[config.mk]
export PLATFORM = sky130hd
export DESIGN_NAME = if_fetch_queue
export DESIGN_NICKNAME = d
export VERILOG_FILES = /design/src/rtl/if_pkg.sv /design/src/rtl/if_inst_queue.sv /design/src/rtl/if_fetch_queue.sv
export SDC_FILE = /design/constraint.sdc
export NUM_CORES = 1
export LEC_CHECK = 0
export ABC_AREA = 1
export BUFFER_PORTS_ARGS = -buffer_cell sky130_fd_sc_hd__buf_2
export CORE_MARGIN = 1.5
export CORE_UTILIZATION = 55
export DETAILED_ROUTE_END_ITERATION = 8
export HOLD_SLACK_MARGIN = 0.03
export PLACE_DENSITY = 0.78
export SLEW_MARGIN = 10
export SYNTH_ARGS = -nofsm -noshare
export SYNTH_HDL_FRONTEND = slang
export SYNTH_SLANG_ARGS = --single-unit
[constraint.sdc]
create_clock -name clk -period 7.3 [get_ports clk]
set_input_delay 0.73 -clock clk [delete_from_list [all_inputs] [get_ports clk]]
set_output_delay 0.73 -clock clk [all_outputs]
set_load 0.02 [all_outputs]
[src/rtl/if_pkg.sv]
// ---------------------------------------------------------------------------
// if_pkg
// Shared types and constants for the instruction-fetch queue slice.
//   IF_BUS_W          width of one IF->ID entry {adef_ex, inst, pc}
//   INST_SIZE_WORD    bus transfer size code for a 32-bit fetch
//   RESET_PC_DEFAULT  default first fetch address after reset
//   iq_entry_t        packed layout of one queue entry
//   redir_sel_t       which redirect source wins this cycle
// ---------------------------------------------------------------------------
package if_pkg;

    localparam int          IF_BUS_W         = 65;
    localparam logic [1:0]  INST_SIZE_WORD   = 2'b10;
    localparam logic [31:0] RESET_PC_DEFAULT = 32'h1C00_0000;

    typedef struct packed {
        logic        adef_ex;
        logic [31:0] inst;
        logic [31:0] pc;
    } iq_entry_t;

    typedef enum logic [1:0] {
        REDIR_NONE,
        REDIR_EX,
        REDIR_ERTN,
        REDIR_BR
    } redir_sel_t;

endpackage

[src/rtl/if_inst_queue.sv]
// ---------------------------------------------------------------------------
// if_inst_queue
// Synchronous FIFO with clear.  Used both as the IF->ID instruction queue and
// as the in-order tag FIFO holding the PCs of outstanding bus fetches.
// Ports:
//   clk, reset      clock, synchronous active-high reset
//   i_push          write i_pushData at the tail (ignored when full)
//   i_pushData      entry to write
//   i_pop           drop the head entry (ignored when empty)
//   i_clear         empty the FIFO; wins over push and pop
//   o_head          current head entry
//   o_count         number of valid entries (0..DEPTH)
// ---------------------------------------------------------------------------
module if_inst_queue import if_pkg::*; #(
    parameter int WIDTH = IF_BUS_W,
    parameter int DEPTH = 4
) (
    input  logic                     clk,
    input  logic                     reset,
    input  logic                     i_push,
    input  logic [WIDTH-1:0]         i_pushData,
    input  logic                     i_pop,
    input  logic                     i_clear,
    output logic [WIDTH-1:0]         o_head,
    output logic [$clog2(DEPTH):0]   o_count
);

    localparam int             AW         = $clog2(DEPTH);
    localparam logic [AW:0]    FULL_COUNT = (AW+1)'(DEPTH);

    logic [WIDTH-1:0] r_mem [DEPTH];
    logic [AW-1:0]    r_rdPtr;
    logic [AW-1:0]    r_wrPtr;
    logic [AW:0]      r_count;
    logic             w_doPush;
    logic             w_doPop;

    assign w_doPush = i_push && (r_count != FULL_COUNT);
    assign w_doPop  = i_pop && (r_count != '0);
    assign o_head   = r_mem[r_rdPtr];
    assign o_count  = r_count;

    // Pointers wrap naturally because DEPTH is a power of two; clear only
    // rewinds the pointers, stale storage is unreachable once count is 0.
    always_ff @(posedge clk) begin
        if (reset) begin
            r_rdPtr <= '0;
            r_wrPtr <= '0;
            r_count <= '0;
            for (int i = 0; i < DEPTH; i++) begin
                r_mem[i] <= '0;
            end
        end else if (i_clear) begin
            r_rdPtr <= '0;
            r_wrPtr <= '0;
            r_count <= '0;
        end else begin
            if (w_doPush) begin
                r_mem[r_wrPtr] <= i_pushData;
                r_wrPtr        <= r_wrPtr + 1'b1;
            end
            if (w_doPop) begin
                r_rdPtr <= r_rdPtr + 1'b1;
            end
            r_count <= r_count + (AW+1)'(w_doPush) - (AW+1)'(w_doPop);
        end
    end

endmodule

[src/rtl/if_fetch_queue.sv]
// ---------------------------------------------------------------------------
// if_fetch_queue
// IF stage that decouples fetch from decode: issues word fetches on a
// req/addr_ok/data_ok bus with several in flight, buffers returned
// instructions in an IQ_DEPTH-entry queue, and handles redirects
// (ex > ertn > br) at any time by discarding stale in-flight responses.
// Optional feature macro: IF_ADEF_EN (misaligned fetch_pc raises adef_ex
// instead of issuing a bus request).
// Ports:
//   clk, reset                      clock, synchronous active-high reset
//   i_ex_flush / i_ex_entry         exception redirect and target
//   i_ertn_flush / i_ertn_pc        ertn redirect and target
//   i_br_taken / i_br_target        branch redirect and target
//   i_ds_allow_in                   ID accepts the head entry
//   o_fs_to_ds_valid / _bus         head valid, {adef_ex, inst, pc}
//   o_inst_req/_wr/_size/_addr      instruction bus request side
//   i_inst_addr_ok                  request accepted
//   i_inst_data_ok / i_inst_rdata   in-order response
// ---------------------------------------------------------------------------
module if_fetch_queue import if_pkg::*; #(
    parameter logic [31:0] RESET_PC = RESET_PC_DEFAULT,
    parameter int          IQ_DEPTH = 4
) (
    input  logic                clk,
    input  logic                reset,
    input  logic                i_ex_flush,
    input  logic [31:0]         i_ex_entry,
    input  logic                i_ertn_flush,
    input  logic [31:0]         i_ertn_pc,
    input  logic                i_br_taken,
    input  logic [31:0]         i_br_target,
    input  logic                i_ds_allow_in,
    output logic                o_fs_to_ds_valid,
    output logic [IF_BUS_W-1:0] o_fs_to_ds_bus,
    output logic                o_inst_req,
    output logic                o_inst_wr,
    output logic [1:0]          o_inst_size,
    output logic [31:0]         o_inst_addr,
    input  logic                i_inst_addr_ok,
    input  logic                i_inst_data_ok,
    input  logic [31:0]         i_inst_rdata
);

    localparam int          CW      = $clog2(IQ_DEPTH) + 1;
    localparam logic [CW:0] DEPTH_W = (CW+1)'(IQ_DEPTH);

    logic [31:0]   r_fetchPc;
    logic [31:0]   r_pendAddr;
    logic          r_reqPending;
    logic          r_pendStale;
    logic [CW-1:0] r_discardCnt;

    redir_sel_t    w_redirSel;
    logic          w_redirect;
    logic [31:0]   w_redirTarget;
    logic [CW-1:0] w_iqCount;
    logic [CW-1:0] w_outstanding;
    logic [CW-1:0] w_outNext;
    logic [CW-1:0] w_discardNext;
    logic [31:0]   w_tagPc;
    logic          w_room;
    logic          w_adefBlock;
    logic          w_adefPush;
    logic          w_issue;
    logic          w_addrFire;
    logic          w_pendNext;
    logic          w_dataKeep;
    logic          w_iqPush;
    logic          w_iqPop;
    iq_entry_t     w_pushEntry;

    // Pick the highest-priority redirect source and its target.
    always_comb begin
        w_redirSel    = REDIR_NONE;
        w_redirTarget = '0;
        if (i_ex_flush) begin
            w_redirSel    = REDIR_EX;
            w_redirTarget = i_ex_entry;
        end else if (i_ertn_flush) begin
            w_redirSel    = REDIR_ERTN;
            w_redirTarget = i_ertn_pc;
        end else if (i_br_taken) begin
            w_redirSel    = REDIR_BR;
            w_redirTarget = i_br_target;
        end
        w_redirect = (w_redirSel != REDIR_NONE);
    end

    // Queue occupancy plus in-flight fetches may never exceed IQ_DEPTH, so
    // every returned instruction is guaranteed a slot.
    assign w_room = ({1'b0, w_iqCount} + {1'b0, w_outstanding}) < DEPTH_W;

`ifdef IF_ADEF_EN
    logic r_adefStop;

    // A misaligned fetch_pc never reaches the bus; once older fetches have
    // drained, a single adef entry is queued and fetch parks until redirect.
    assign w_adefBlock = (r_fetchPc[1:0] != 2'b00) || r_adefStop;
    assign w_adefPush  = (r_fetchPc[1:0] != 2'b00) && !r_adefStop && !r_reqPending
                         && (w_outstanding == '0) && (w_iqCount != CW'(IQ_DEPTH))
                         && !w_redirect;

    always_ff @(posedge clk) begin
        if (reset) begin
            r_adefStop <= 1'b0;
        end else if (w_redirect) begin
            r_adefStop <= 1'b0;
        end else if (w_adefPush) begin
            r_adefStop <= 1'b1;
        end
    end
`else
    assign w_adefBlock = 1'b0;
    assign w_adefPush  = 1'b0;
`endif

    // A request already raised stays up with its address until accepted;
    // if a redirect hit it meanwhile, the old address is replayed from
    // r_pendAddr while fetch_pc already holds the new target.
    assign w_issue     = !w_adefBlock && w_room;
    assign o_inst_req  = !reset && (r_reqPending || w_issue);
    assign o_inst_addr = reset ? 32'h0 : (r_pendStale ? r_pendAddr : r_fetchPc);
    assign o_inst_wr   = 1'b0;
    assign o_inst_size = INST_SIZE_WORD;
    assign w_addrFire  = o_inst_req && i_inst_addr_ok;
    assign w_pendNext  = o_inst_req && !i_inst_addr_ok;

    // Tag FIFO: its count is the number of outstanding fetches.
    if_inst_queue #(.WIDTH(32), .DEPTH(IQ_DEPTH)) u_tagFifo (
        .clk        (clk),
        .reset      (reset),
        .i_push     (w_addrFire),
        .i_pushData (o_inst_addr),
        .i_pop      (i_inst_data_ok),
        .i_clear    (1'b0),
        .o_head     (w_tagPc),
        .o_count    (w_outstanding)
    );

    // Responses arriving in a redirect cycle are stale regardless of count.
    assign w_dataKeep  = i_inst_data_ok && (r_discardCnt == '0);
    assign w_iqPush    = !w_redirect && (w_dataKeep || w_adefPush);
    assign w_iqPop     = o_fs_to_ds_valid && i_ds_allow_in && !w_redirect;
    assign w_pushEntry = w_adefPush ? '{adef_ex: 1'b1, inst: 32'h0, pc: r_fetchPc}
                                    : '{adef_ex: 1'b0, inst: i_inst_rdata, pc: w_tagPc};

    if_inst_queue #(.WIDTH(IF_BUS_W), .DEPTH(IQ_DEPTH)) u_instQueue (
        .clk        (clk),
        .reset      (reset),
        .i_push     (w_iqPush),
        .i_pushData (w_pushEntry),
        .i_pop      (w_iqPop),
        .i_clear    (w_redirect),
        .o_head     (o_fs_to_ds_bus),
        .o_count    (w_iqCount)
    );

    assign o_fs_to_ds_valid = (w_iqCount != '0);

    // On redirect everything still in flight after this cycle becomes stale,
    // including a raised-but-unaccepted request; earlier stale fetches are
    // part of that same count, so back-to-back redirects accumulate.
    assign w_outNext = w_outstanding + CW'(w_addrFire) - CW'(i_inst_data_ok);

    always_comb begin
        w_discardNext = r_discardCnt;
        if (w_redirect) begin
            w_discardNext = w_outNext + CW'(w_pendNext);
        end else if (i_inst_data_ok && (r_discardCnt != '0)) begin
            w_discardNext = r_discardCnt - 1'b1;
        end
    end

    // Fetch PC, pending-request tracking and discard counter.
    always_ff @(posedge clk) begin
        if (reset) begin
            r_fetchPc    <= RESET_PC;
            r_pendAddr   <= '0;
            r_reqPending <= 1'b0;
            r_pendStale  <= 1'b0;
            r_discardCnt <= '0;
        end else begin
            r_reqPending <= w_pendNext;
            r_pendStale  <= w_pendNext && (w_redirect || r_pendStale);
            if (w_pendNext) begin
                r_pendAddr <= o_inst_addr;
            end
            r_discardCnt <= w_discardNext;
            if (w_redirect) begin
                r_fetchPc <= w_redirTarget;
            end else if (w_addrFire && !r_pendStale) begin
                r_fetchPc <= r_fetchPc + 32'd4;
            end
        end
    end

endmodule

# After elaboration in Yosys (flattened, before gate mapping)
# Memory sizes are Yosys's and may differ from the RTL's. A register that Yosys moved wholly into a read port is not among the register bits.
# Index checks and enable logic that the tools add are counted.
# totals
n_memories	2
ramBits	384
in_bits	136
register_bits	83
# classes
add_sub_neg	14
n_lt_le_gt_ge	1
n_eq_ne	2
n_reduce_logical	30
n_mux	31
# memory_table
memory	words	word_bits	read_ports	rd_ports_with_merged_regs	wr	line_no	rtl
u_instQueue.r_mem	4	64	1	1	4	if_inst_queue.sv:31	logic [WIDTH-1:0] r_mem [DEPTH];
u_tagFifo.r_mem	4	32	1	1	4	if_inst_queue.sv:31	
# ops
op	count
2-to-1 mux 32 bit	8
2-to-1 mux 64 bit	1
OR reduction 64 bit	1
adder 32 x 3 -> 32 bit (second input constant)	1
OR reduction 32 bit	1
2-to-1 mux 2 bit	9
logical AND 1 bit	14
adder 3 x 1 -> 3 bit	4
2-to-1 mux 1 bit	11
nonzero test 3 bit	3
subtractor 3 x 1 -> 3 bit	3
adder 2 x 1 -> 2 bit (second input constant)	4
2-to-1 mux 3 bit	2
inequality test 3 bit (second input constant)	2
nonzero test 2 bit	3
adder 3 x 3 -> 4 bit	1
zero test 1 bit	4
less-than comparator 4 x 3 -> 1 bit (second input constant)	1
zero test 3 bit	1
subtractor 3 x 1 -> 3 bit (second input constant)	1
logical OR 1 bit	2
OR reduction 2 bit	1

# Logic depth before layout (Yosys ltp)
# depth
depth_word	13
mapped_depth	15
mapped_depth_nobuf	12

# Cells and area by module
# Synthesis repeated with hierarchy kept, for this count alone.
# unflattened
cells_unflattened	2425
hier_area_um2	22404.0
# by_module_without_submodules
module	seq_area_each_um2	cells_each	instances	area_each_um2
if_inst_queue at u_instQueue	7987.7	1062	1	11644.9
if_inst_queue at u_tagFifo	4023.9	555	1	6005.8
if_fetch_queue	1381.3	808	1	4753.3

# Worst setup path after synthesis
# OpenSTA, ideal clock, no wires.
# synth_path
kind	input to register
from	input reset
to	memory u_tagFifo.r_mem[4][0], in the netlist u_tagFifo.r_mem[2][0] (enable)
arrival_time_ns	3.713
path_buffers	2
setup_slack_ns	3.122
path_stages	5
path_cell_list	buf_2 inv_1 nand4_1 clkbuf_1 o21ai_0
# synth_lines
item	line_no	rtl
start: declaration	if_fetch_queue.sv:25	input logic reset,
end: declaration	if_inst_queue.sv:31	

==> impl_results.html <==
<table>
<tr><th>Metric</th><th>Value</th></tr>
<tr><th colspan="2">Run status</th></tr>
<tr><td>Result of the run</td><td>completed</td></tr>
<tr><th colspan="2">Detailed routing</th></tr>
<tr><td>Drt via density</td><td>5.771</td></tr>
<tr><td>Detailed-route wire length</td><td>55890 um</td></tr>
<tr><td>Final routed wire length divided by cell count</td><td>18.53 um</td></tr>
<tr><td>Number of DRC markers in iteration 0</td><td>1780</td></tr>
<tr><td>Detailed-route via count</td><td>17412</td></tr>
<tr><td>DRC violations left</td><td>0</td></tr>
<tr><td>First-pass iteration count of the detailed router</td><td>5</td></tr>
<tr><td>Post-DRT Antenna Nets</td><td>0</td></tr>
<tr><th colspan="2">Global route</th></tr>
<tr><td>GR Layer Usage met2</td><td>45.96%</td></tr>
<tr><td>Global-route wire length before repair</td><td>88030 um</td></tr>
<tr><td>Global route overflow</td><td>0</td></tr>
<tr><td>Maximum number of pins on one net before global-route repair</td><td>97</td></tr>
<tr><td>Grt met1 use</td><td>35.29%</td></tr>
<tr><td>Initial antenna violation count</td><td>0</td></tr>
<tr><td>Met3 Resource Use GR</td><td>4.305%</td></tr>
<tr><td>Via count of the first global-routing pass</td><td>16922</td></tr>
<tr><td>Busiest layer in global routing</td><td>met2</td></tr>
<tr><td>Global-route total usage across every layer</td><td>27.11%</td></tr>
<tr><th colspan="2">Pwr</th></tr>
<tr><td>Internal portion of total power</td><td>4.762 mW</td></tr>
<tr><td>Fraction of power consumed by sequential logic</td><td>48.6%</td></tr>
<tr><td>Combinational share of power</td><td>15.2%</td></tr>
<tr><td>Largest voltage drop on the vdd net</td><td>0.0001662 V</td></tr>
<tr><td>Static Leakage</td><td>9.601 nW</td></tr>
<tr><td>Switching fraction of total power</td><td>28.14%</td></tr>
<tr><td>Clock share of power</td><td>36.2%</td></tr>
<tr><td>Switching power</td><td>1.865 mW</td></tr>
<tr><td>Overall power of the completed layout</td><td>6.627 mW</td></tr>
<tr><td>Pwr Density</td><td>270.6 nW/um^2</td></tr>
<tr><th colspan="2">Timing</th></tr>
<tr><td>Setup repair after global routing missed its margin</td><td>no</td></tr>
<tr><td>Post-route worst setup slack</td><td>3075 ps</td></tr>
<tr><td>Highest clock rate</td><td>236.7 MHz</td></tr>
<tr><td>Final setup vio count</td><td>0</td></tr>
<tr><td>Setup TNS</td><td>0 ps</td></tr>
<tr><td>Number of hold violations in the final report</td><td>0</td></tr>
<tr><td>Max Transition Viols Final</td><td>0</td></tr>
<tr><td>Slew headroom</td><td>15.32%</td></tr>
<tr><td>Clock tree skew after final layout</td><td>15.09 ps</td></tr>
<tr><td>Period minus WS final</td><td>4225 ps</td></tr>
<tr><td>Tcrit/Tclk final</td><td>57.87%</td></tr>
<tr><td>Measured slew at the worst slew-check pin</td><td>1270 ps</td></tr>
<tr><th colspan="2">Worst setup path</th></tr>
<tr><td>Arrival time reported for the critical path endpoint</td><td>3490 ps</td></tr>
<tr><td>Largest stage delay on the critical path</td><td>900 ps</td></tr>
<tr><td>Nature of the critical path startpoint</td><td>flip-flop</td></tr>
<tr><td>Category of the most critical setup path</td><td>reg -&gt; out</td></tr>
<tr><td>R2R setup slack</td><td>3970 ps</td></tr>
<tr><td>Crit-path most repeated cell</td><td>sky130_fd_sc_hd__buf_4</td></tr>
<tr><td>Ordered list of cells on the worst path</td><td>buf_4, clkinv_1, buf_4, o21ai_0, o22ai_1, buf_2</td></tr>
<tr><td>Critical Path End Type</td><td>primary output</td></tr>
<tr><td>Required time of the critical path</td><td>6570 ps</td></tr>
<tr><td>Highest-delay cell along the critical path</td><td>sky130_fd_sc_hd__clkinv_1</td></tr>
<tr><td>Maximum net fanout on the critical path</td><td>65</td></tr>
<tr><th colspan="2">Floorplanning</th></tr>
<tr><td>Count of pins on the block boundary</td><td>238</td></tr>
<tr><td>X dimension of the die</td><td>201.8 um</td></tr>
<tr><td>Num rows</td><td>72</td></tr>
<tr><td>Die ar.</td><td>40730 sq um</td></tr>
<tr><td>Initial Util</td><td>55.99%</td></tr>
<tr><td>Core Region</td><td>38830 sq um</td></tr>
<tr><td>Die Ht</td><td>201.8 um</td></tr>
<tr><th colspan="2">Synthesis</th></tr>
<tr><td>Yosys cell types</td><td>39</td></tr>
<tr><td>FFs w/ async S/R, synth</td><td>0%</td></tr>
<tr><td>Count leader, synth</td><td>sky130_fd_sc_hd__nor2_1</td></tr>
<tr><td>Instance count of the mapped netlist</td><td>2312</td></tr>
<tr><td>Most area-hungry cell type in the Yosys netlist</td><td>sky130_fd_sc_hd__edfxtp_1</td></tr>
<tr><td>EDFF count, synth</td><td>384</td></tr>
<tr><td>Mapped Area</td><td>21740 sq um</td></tr>
<tr><td>Share of synthesized area occupied by flip-flops and latches</td><td>61.06%</td></tr>
<tr><td>Avg Inst Size Synth</td><td>9.402 sq um</td></tr>
<tr><td>Top post-synthesis cells by count</td><td>611 x sky130_fd_sc_hd__nor2_1, 384 x sky130_fd_sc_hd__edfxtp_1, 286 x sky130_fd_sc_hd__nand2_1, 188 x sky130_fd_sc_hd__o21ai_0, 147 x sky130_fd_sc_hd__inv_1</td></tr>
<tr><td>Register bit total from synthesis</td><td>471</td></tr>
<tr><td>Ranking of synthesized cells by area</td><td>sky130_fd_sc_hd__edfxtp_1 53%, sky130_fd_sc_hd__nor2_1 11%, sky130_fd_sc_hd__dfxtp_1 8.0%, sky130_fd_sc_hd__nand2_1 4.9%, sky130_fd_sc_hd__o21ai_0 4.3%</td></tr>
<tr><td>Fraction of post-synthesis cell area in the top cell type by area</td><td>53.04%</td></tr>
<tr><td>Yosys warnings</td><td>0</td></tr>
<tr><td>Most used DFF post-synth</td><td>sky130_fd_sc_hd__edfxtp_1</td></tr>
<tr><th colspan="2">Layout</th></tr>
<tr><td>Layout Cell Area excl Fill</td><td>24490 sq um</td></tr>
<tr><td>Net count, final</td><td>2611</td></tr>
<tr><td>Area added between synthesis and finish</td><td>12.65%</td></tr>
<tr><td>Proportion of layout cells with a drive suffix above 1</td><td>14.05%</td></tr>
<tr><td>Final standard cell count with taps included and fillers excluded</td><td>3017</td></tr>
<tr><td>Antenna diode count</td><td>0</td></tr>
<tr><th colspan="2">Clock tree</th></tr>
<tr><td>Post-CTS Setup Inserts</td><td>0</td></tr>
<tr><td>Buffer type at the clock tree root</td><td>sky130_fd_sc_hd__clkbuf_16</td></tr>
<tr><td>CTS Buffer Depth</td><td>3</td></tr>
<tr><td>Clock latency on the worst-skew pair</td><td>580 ps</td></tr>
<tr><td>Clock tree from TritonCTS</td><td>done</td></tr>
<tr><td>Hold_buf cts</td><td>0</td></tr>
<tr><td>TritonCTS Buffers</td><td>47</td></tr>
<tr><td>Level count of the clock H-tree</td><td>2</td></tr>
<tr><td>Clk sinks</td><td>471</td></tr>
<tr><td>Clock transition at the register clock pins on the worst setup and hold paths after CTS</td><td>70 ps</td></tr>
<tr><td>Quantity of gates resized following cts</td><td>0</td></tr>
<tr><th colspan="2">Placed design</th></tr>
<tr><td>Post-placement cell count</td><td>2930</td></tr>
<tr><td>Worst slack at placement</td><td>2863 ps</td></tr>
<tr><td>HPWL Detailed</td><td>34520 um</td></tr>
<tr><td>Global placer's final weighted congestion</td><td>0.9315</td></tr>
<tr><td>Total cell area at the placement stage</td><td>22960 sq um</td></tr>
<tr><td>Count of input and output buffers</td><td>233</td></tr>
<tr><th colspan="2">Hold path</th></tr>
<tr><td>Kind of path behind the tightest hold check</td><td>in -&gt; reg</td></tr>
<tr><th colspan="2">Run</th></tr>
<tr><td>Max-Cap Viols</td><td>0</td></tr>
</table>
[cells in the final DEF, fill, tap and decap left out, types with 14 or more instances in the layout]
cell	Yosys	final
sky130_fd_sc_hd__dfxtp_1	87	83
sky130_fd_sc_hd__edfxtp_1	384	384
sky130_fd_sc_hd__nor2_1	611	610
sky130_fd_sc_hd__nand3_1	43	43
sky130_fd_sc_hd__a21oi_1	106	106
sky130_fd_sc_hd__o21ai_0	188	187
sky130_fd_sc_hd__inv_1	147	146
sky130_fd_sc_hd__nand2_1	286	282
sky130_fd_sc_hd__a32o_1	32	32
sky130_fd_sc_hd__o21ai_1	14	14
sky130_fd_sc_hd__buf_2	34	233
sky130_fd_sc_hd__a22oi_1	28	28
sky130_fd_sc_hd__clkbuf_16	0	48
sky130_fd_sc_hd__nor3_1	99	99
sky130_fd_sc_hd__o22ai_1	65	65
sky130_fd_sc_hd__buf_4	5	24
[final timing paths]
check / from / end / cells past startpoint
worst max-delay path: flip-flop / o_fs_to_ds_bus[9] / 6
worst min-delay path: i_ex_entry[26] / r_fetchPc[26] / 3
worst max register to register: u_tagFifo.o_count[1] / u_tagFifo.r_mem[0][10] / 11
worst min register to register: r_pendAddr[31] / r_pendAddr[31] / 2
[cells by family after synthesis]
kind of cell	count (synthesis)	synth area share (%)
and+or+nand+nor	1062	19.53
adders and majority gates	14	0.9440
xor gates and xnor gates	11	0.4432
AOI/OAI and AO/OA	439	11.61
DFF	471	61.06
other	2	0.03455
buffers and inverters	313	6.383
[per-stage QoR]
step	util, %	hold WS, ps
finish	63.07	435.5
global route	63.07	445.6
CTS	63.07	409.6
detailed placement	59.13	463.6
global placement	59.13	447.4
floorplan	-	436.5
[layer usage]
layer  wire [um]  vias to the layer above
li1            -                     8149
met1       22270                     8324
met2       27490                      818
met3        4507                      121
met4        1622                        0
met5           0                        -
[sequential cells by signal, summed over array words and instances (netlist names), 2 cells and up, named ones only]
name and cells:
r_discardCnt 3, r_fetchPc 32, r_pendAddr 32, u_instQueue.o_count 3, u_instQueue.r_mem 256, u_instQueue.r_rdPtr 2
u_instQueue.r_wrPtr 2, u_tagFifo.o_count 3, u_tagFifo.r_mem 128, u_tagFifo.r_rdPtr 2, u_tagFifo.r_wrPtr 2
[final cells by class]
cell class / count / area (sq um)
clock inverter: 29 / 292.8
tap: 518 / 648.1
multi-input combinational: 1530 / 7103
sequential: 471 / 13280
inverter: 154 / 579.3
fill: 3034 / 14340
timing repair buffer: 257 / 1346
clock buffer: 58 / 1239
[power by group through the flow]
| stage | logic (mW) | clock network (mW) | registers [mW] |
|---|---|---|---|
| 3_5_place_dp | 0.990 | 0 | 3.27 |
| 3_3_place_gp | 0.958 | 0 | 3.26 |
| 5_1_grt | 1.11 | 2.52 | 3.24 |
| 6_report | 1.01 | 2.40 | 3.22 |
| 2_1_floorplan | 0.711 | 0 | 3.23 |
| 4_1_cts | 1.00 | 2.42 | 3.22 |
[worst max-delay path: cells and delay by family, from the launching register on]
family,cells,cell delay (ps)
AO/OA/AOI/OAI,2,350
buffers and inverters,4,2190
flip-flops,1,310
No activity file was read; power rests on OpenSTA's default activity.
